==> src/rtl/vga_pkg.sv <==
// vga_pkg: 640x480@60 timing constants and the pixel/control types shared by the VGA scan-out.
package vga_pkg;
  localparam int H_ACTIVE = 640;
  localparam int H_FP = 16;
  localparam int H_SYNC = 96;
  localparam int H_BP = 48;
  localparam int V_ACTIVE = 480;
  localparam int V_FP = 10;
  localparam int V_SYNC = 2;
  localparam int V_BP = 33;
  localparam int H_TOTAL = H_ACTIVE + H_FP + H_SYNC + H_BP;
  localparam int V_TOTAL = V_ACTIVE + V_FP + V_SYNC + V_BP;
  localparam int FB_DEPTH = 307200;
  typedef struct packed {
    logic [3:0] r;
    logic [3:0] g;
    logic [3:0] b;
  } rgb444_t;
  typedef struct packed {
    logic act;
    logic hs;
    logic vs;
    logic first;
  } ctl_t;
  localparam ctl_t CTL_IDLE = '{act: 1'b0, hs: 1'b1, vs: 1'b1, first: 1'b0};
endpackage

==> src/rtl/vga_timing.sv <==
// vga_timing: h/v raster counters, active/sync decode and the incremental frame-buffer address.
module vga_timing
  import vga_pkg::*;
#(
  parameter int ADDR_W = 19
) (
  input  logic              clk,
  input  logic              rst,
  output logic              active,
  output logic              hs,
  output logic              vs,
  output logic              first,
  output logic [ADDR_W-1:0] addr
);
  logic [9:0] h, v;
  logic h_end, v_end;
  assign h_end = h == 10'(H_TOTAL - 1);
  assign v_end = v == 10'(V_TOTAL - 1);
  assign active = h < 10'(H_ACTIVE) && v < 10'(V_ACTIVE);
  assign hs = !(h >= 10'(H_ACTIVE + H_FP) && h < 10'(H_ACTIVE + H_FP + H_SYNC));
  assign vs = !(v >= 10'(V_ACTIVE + V_FP) && v < 10'(V_ACTIVE + V_FP + V_SYNC));
  assign first = h == '0 && v == '0;
  // the address only counts displayed pixels, so it always equals y*640+x without a multiplier
  always_ff @(posedge clk or posedge rst)
    if (rst) begin
      h <= '0;
      v <= '0;
      addr <= '0;
    end else begin
      h <= h_end ? '0 : h + 10'd1;
      if (h_end) v <= v_end ? '0 : v + 10'd1;
      addr <= (h_end && v_end) ? '0 : active ? addr + ADDR_W'(1) : addr;
    end
endmodule

==> src/rtl/vga_frame_reader.sv <==
// vga_frame_reader: 640x480@60 VGA scan-out from the frame-buffer BRAM, with read-latency
// compensation so colour, sync and frame_start stay aligned.
module vga_frame_reader
  import vga_pkg::*;
#(
  parameter int RD_LATENCY = 2,
  parameter int ADDR_W = 19
) (
  input  logic              i_clk,
  input  logic              i_rst,
  input  logic              i_cam_done,
  output logic [ADDR_W-1:0] o_rd_addr,
  output logic              o_rd_en,
  input  logic [11:0]       i_rd_data,
  output logic [3:0]        o_vga_r,
  output logic [3:0]        o_vga_g,
  output logic [3:0]        o_vga_b,
  output logic              o_hsync,
  output logic              o_vsync,
  output logic              o_frame_start
);
  ctl_t cur, dly [RD_LATENCY];
  logic active, hs, vs, first;
  logic [1:0] cam_sync;
  logic cam_frame, show;
  rgb444_t pix;
  vga_timing #(.ADDR_W(ADDR_W)) u_tim (
    .clk(i_clk),
    .rst(i_rst),
    .active(active),
    .hs(hs),
    .vs(vs),
    .first(first),
    .addr(o_rd_addr)
  );
  assign cur = {active, hs, vs, first};
  assign o_rd_en = active & ~i_rst;
  // camera readiness is latched only as pixel (0,0) leaves the delay line, so frames are never partial
  assign show = dly[RD_LATENCY-1].first ? cam_sync[1] : cam_frame;
  always_ff @(posedge i_clk or posedge i_rst)
    if (i_rst) begin
      cam_sync <= '0;
      cam_frame <= 1'b0;
      for (int i = 0; i < RD_LATENCY; i++) dly[i] <= CTL_IDLE;
      pix <= '0;
      o_hsync <= 1'b1;
      o_vsync <= 1'b1;
      o_frame_start <= 1'b0;
    end else begin
      cam_sync <= {cam_sync[0], i_cam_done};
      cam_frame <= show;
      dly[0] <= cur;
      for (int i = 1; i < RD_LATENCY; i++) dly[i] <= dly[i-1];
      pix <= (dly[RD_LATENCY-1].act && show) ? rgb444_t'(i_rd_data) : '0;
      o_hsync <= dly[RD_LATENCY-1].hs;
      o_vsync <= dly[RD_LATENCY-1].vs;
      o_frame_start <= dly[RD_LATENCY-1].first;
    end
  assign o_vga_r = pix.r;
  assign o_vga_g = pix.g;
  assign o_vga_b = pix.b;
endmodule

==> config.mk <==
export PLATFORM = sky130hd
export DESIGN_NAME = vga_frame_reader
export DESIGN_NICKNAME = d
export VERILOG_FILES = /design/src/rtl/vga_pkg.sv /design/src/rtl/vga_timing.sv /design/src/rtl/vga_frame_reader.sv
export SDC_FILE = /design/constraint.sdc
export NUM_CORES = 1
export LEC_CHECK = 0
export BUFFER_PORTS_ARGS = -buffer_cell sky130_fd_sc_hd__buf_4
export CORE_ASPECT_RATIO = 0.6
export CORE_UTILIZATION = 50
export CTS_CLUSTER_SIZE = 16
export DETAILED_ROUTE_END_ITERATION = 10
export HOLD_SLACK_MARGIN = 0.12
export PLACE_DENSITY = 0.84
export RECOVER_POWER = 100
export SKIP_CTS_REPAIR_TIMING = 1
export SLEW_MARGIN = 15
export SYNTH_ARGS = -nofsm -noshare
export SYNTH_HDL_FRONTEND = slang
export SYNTH_SLANG_ARGS = --single-unit
export TNS_END_PERCENT = 30
==> constraint.sdc <==
create_clock -name i_clk -period 2.4 [get_ports i_clk]
set_input_delay 0.72 -clock i_clk [delete_from_list [all_inputs] [get_ports i_clk]]
set_output_delay 0.72 -clock i_clk [all_outputs]
set_load 0.1 [all_outputs]
---- Word level (Yosys, flattened, before mapping) ----
Index checks and enable logic that the tools add are counted.
cells by class
  add/subtract/negate cells ............... 3
  $lt $le $gt $ge ......................... 6
  eq/ne operators ......................... 2
  muxes and demuxes ....................... 6
  bitwise logic cells ..................... 2
  reductions and logical operators ........ 11
operator list
  kind                   number
  $mux 19                2
  $add 10x1->10 const B  2
  $eq 10x10->1 const B   2
  $logic_not 10->1       2
  $lt 10x10->1 const B   2
  $lt 10x9->1 const B    2
  $mux 10                2
  $add 19x1->19 const B  1
  $mux 12                1
  $ge 10x10->1 const B   1
  $ge 10x9->1 const B    1
  $logic_and 1x1->1      6
  $logic_not 1->1        2
  $reduce_bool 2->1      1
  $and 1x1->1            1
  $mux 1                 1
  $not 1->1              1
word-level totals
  bits in registers ....................... 65
  bits of input ports ..................... 15
  output and inout port bits .............. 35
  word-level logic and storage cells ...... 49

---- Longest topological paths before layout ----
  depth after elaboration ................. 4
  depth in mapped cells ................... 7

---- Cells and area by module ----
From an unflattened synthesis, not the netlist that was laid out.
unflattened totals
  cells, all modules ...................... 267
  area total of the unflattened synthesis .. 2889.0 um2
modules (own cells, without submodules)
  module            instances  cells each  area an instance (um2)  sequential area each (um2)
  vga_timing        1          224         2112.0                  975.9
  vga_frame_reader  1          43          777.0                   658.1

---- Worst setup path before layout ----
OpenSTA, ideal clock, no wires.
  path kind ............................... reg2out
  from .................................... register u_tim.v[5]
  to ...................................... output o_rd_en
  data arrival time ....................... 2518 ps
  setup slack ............................. -838 ps
  stages on the path, launching flop included .. 6
  cells stage by stage .................... dfrtp_1 > and3_4 > a211o_1 > buf_6 > clkbuf_1 > nor2_1
on the way
  longest elaborated chain between the ends .. 3
ends and longest elaborated chain
  element                   line                    text
  start: declaration        vga_timing.sv:15        logic [9:0] h, v;
  start signal: assignment  vga_timing.sv:31        if (h_end) v <= v_end ? '0 : v + 10'd1;
  $lt 10x9->1               vga_timing.sv:19        assign active = h < 10'(H_ACTIVE) && v < 10'(V_ACTIVE);
  $logic_and 1x1->1         vga_timing.sv:19
  $and 1x1->1               vga_frame_reader.sv:37  assign o_rd_en = active & ~i_rst;
  end: declaration          vga_frame_reader.sv:13  output logic o_rd_en,
Every way passes these cells.

---- Worst setup path in the final report ----
Ends and elaborated chain as after synthesis.

==> metrics <==
status complete, but fails checks; failing checks capacitance limit, slew limit; # rows 20; Final period util 97.3%; post-synthesis cell count 263; slowest stage cell, crit path dfrtp_1; post-DR wirelength/cell 15.3 um; final hold violations 0; critical path required time 1.68 ns; Worst R2R Setup Slack 0.21 ns; Via density 5.70; #FFs+latches synth 65; htree depth 3; ANT nets after route 0; Fin Clk Skew 0.00899 ns; LEAKAGE 1.60 nW; number of global-route vias before repair 1938; CTS Sinks 65; final WL 6130 um; sequential fraction of the synthesis area 57.3%; CP endpoint o_rd_en; DIE HEIGHT 60.5 um; CTS tree built; Max FO, Critical Path 5; Critical Path AT 1.62 ns; Rel. slew slack -1.07%; Synth cell types 39; met2 Use GR 29.7%; Mean Syn Cell Area 10.8 sq um; Clk pin slew, worst setup/hold paths 0.07 ns; drt pass-1 iters 4; Chip Width 99.5 um; worst setup path startpoint u_tim.v[5]; latest clock arrival within the worst-skew pair 0.34 ns; DRC viols 0; Worst-Margin Slew 1.52 ns; DRT iter0 DRCs 207; unrepaired setup endpoints after global routing no; Slew Viols, Final 66; HP Class reg -> reg; Antenna Cells 0; WP depth 4; Overflow after GRT 0; Ys Warns 0; Layout Nets 338; Port-buffer cells 49; final cell count without fillers 400; Syn Nets 283; starting density of the core 54.0%; Post-Syn Area 2850 sq um; reg2reg end u_tim.addr[14]; Worst path max stage delay 0.43 ns; Root Buffer clkbuf_8; worst reg-to-reg path cell count 5; pwr dens 667 nW/um^2; Worst Setup Start Kind register; endpoints failing setup 0; Post-Place Cells 384; Core ar. 5280 sq um; GRT Util Overall 21.8%; GRT busiest layer met1; Post-DP HPWL 4210 um; die area 6020 sq um; VDD IR max 0.354 mV; critical path endpoint category output pin; IO Pins 50; crit-path cells and3_4 -> a211o_1 -> nor2_4 -> buf_12; fin crit period 2.34 ns; CP Buf/Inv Count 1; CTS Buf Count 9; antenna violations before repair 0; met1 Track Usage GR 31.8%; post-route setup slack 0.0641 ns; Max Fclk 428 MHz; Worst R2R Start u_tim.v[5]; delay-heaviest family, CP flip-flops; Max Root-Sink Buffers 2; first-pass GRT wire length 9700 um; met3 Use GR 7.83%; Vias 2280; DP Worst Slack 0.330 ns; Setup CP Type reg -> out; largest net degree at the start of global routing 66; Max-Cap Viols 1; Final Wtd Congestion 0.930; share of cells above drive strength 1 24.1%; area grow syn2layout 21.1%; Final Hold Slack 0.351 ns
[flip-flops by register name (all words and copies together), names as in the netlist]
| register | count |
|---|---|
| o_hsync | 1 |
| o_vga_g | 4 |
| o_vga_b | 4 |
| cam_frame | 1 |
| o_frame_start | 1 |
| dly | 8 |
| cam_sync | 2 |
| o_vsync | 1 |
| u_tim.h | 10 |
| u_tim.addr | 19 |
| u_tim.v | 10 |
| o_vga_r | 4 |
[area by class of cell]
cell class | count | area [sq um]
Clock buffer | 10 | 138
Clock inverter | 6 | 90.1
Fill cell | 405 | 1830
Inverter | 11 | 41.3
Multi-Input combinational cell | 178 | 1140
Sequential cell | 65 | 1640
Tap cell | 77 | 96.3
Timing Repair Buffer | 53 | 317
[metrics by stage]
step	TNS [ns]	total power [W]	area (sq um)	utilization, %
final	0	0.00231	3450	65.4
after global routing	0	0.00238	3450	65.4
after CTS	-0.0525	0.00233	3550	67.3
after detailed placement	0	0.00129	3320	63.0
after global placement	0	0.00129	3320	63.0
after floorplan	-0.0135	0.00124	2870	-
[kinds of logic (layout without fill, tap and decap cells)]
family          Yosys count  count (layout)  share of synthesized area [%]
simple gates            109             109                           22.4
xor+xnor                 12              12                           3.68
flops                    65              65                           57.3
mux                       2               2                          0.746
fa+ha+maj                 5               5                           2.19
buf+inv                  20              80                           2.94
compound gates           50              50                           10.8
[worst min-delay path by stage]
stage / endpoint / cells after the start / from / slack [ns]
3_3_place_gp: dly[3] / 0 / dly[7] / 0.33
6_report: cam_sync[1] / 0 / cam_sync[0] / 0.35
5_1_grt: o_hsync / 0 / dly[2] / 0.36
4_1_cts: dly[3] / 0 / dly[7] / 0.36
2_1_floorplan: cam_sync[1] / 0 / cam_sync[0] / 0.33
3_5_place_dp: dly[3] / 0 / dly[7] / 0.34
[cells in the final DEF (no fill, tap or decap), types with 4 or more instances in the layout]
cell type,count
clkbuf_2,36
dfrtp_1,58
and2_1,4
nand2_1,14
a21oi_1,18
nand4_1,12
or3_1,7
xnor2_1,8
and3_1,19
nand3_1,13
or4_1,12
xor2_1,4
clkbuf_8,10
nor2_1,12
dfstp_2,6
ha_1,5
inv_1,11
o21ai_0,12
buf_4,14
o31ai_1,14
[cells in the mapped netlist]
master,number,share of area (%)
inv_1,11,1.4
xor2_1,4,1.2
a21oi_1,18,3.2
buf_2,1,0.18
o21ai_0,12,2.1
o21a_1,1,0.26
ha_1,5,2.2
dfstp_2,6,5.5
buf_6,1,0.39
nor2b_1,2,0.44
a2111o_1,1,0.39
nor4_1,2,0.44
nand3b_1,1,0.26
dfrtp_1,59,52
xnor2_1,8,2.5
a21boi_0,1,0.26
nand4b_1,2,0.61
o31ai_1,14,3.7
o221ai_1,1,0.31
and4_1,2,0.61
mux2i_1,1,0.35
or4_1,12,3.2
nand3_1,12,2.1
nand2_1,14,1.8
a22o_1,1,0.31
and2_1,4,0.88
nand4_1,12,2.6
a211o_1,1,0.31
nor2_1,13,1.7
nor3_1,2,0.35
and3_4,1,0.39
or3_1,7,1.5
nand3_2,1,0.35
mux2_2,1,0.39
or2_2,1,0.22
nor4b_1,1,0.31
and4b_1,1,0.35
and3_1,19,4.2
clkbuf_1,7,0.92
[layer usage]
| layer | part of all wire, % | routed length, um |
|---|---|---|
| met2 | 43 | 2610 |
| met4 | 0.90 | 55 |
| met1 | 49 | 3010 |
| met3 | 7.4 | 452 |
| met5 | 0 | 0 |
[power breakdown]
part           total (W)  switching, W  internal (W)
registers        0.00111    0.00000320       0.00111
clock network    0.00105      0.000431      0.000616
logic           0.000147      0.000117     0.0000299
total            0.00231      0.000551       0.00175
[worst reg2reg max path, cell delays in order (launching register included)]
cell,delay [ns]
dfrtp_1,0.43
and3_4,0.22
a211o_1,0.31
clkbuf_2,0.37
or4_1,0.61
a21oi_1,0.17
Note: power is estimated with default switching activity, not from simulation.
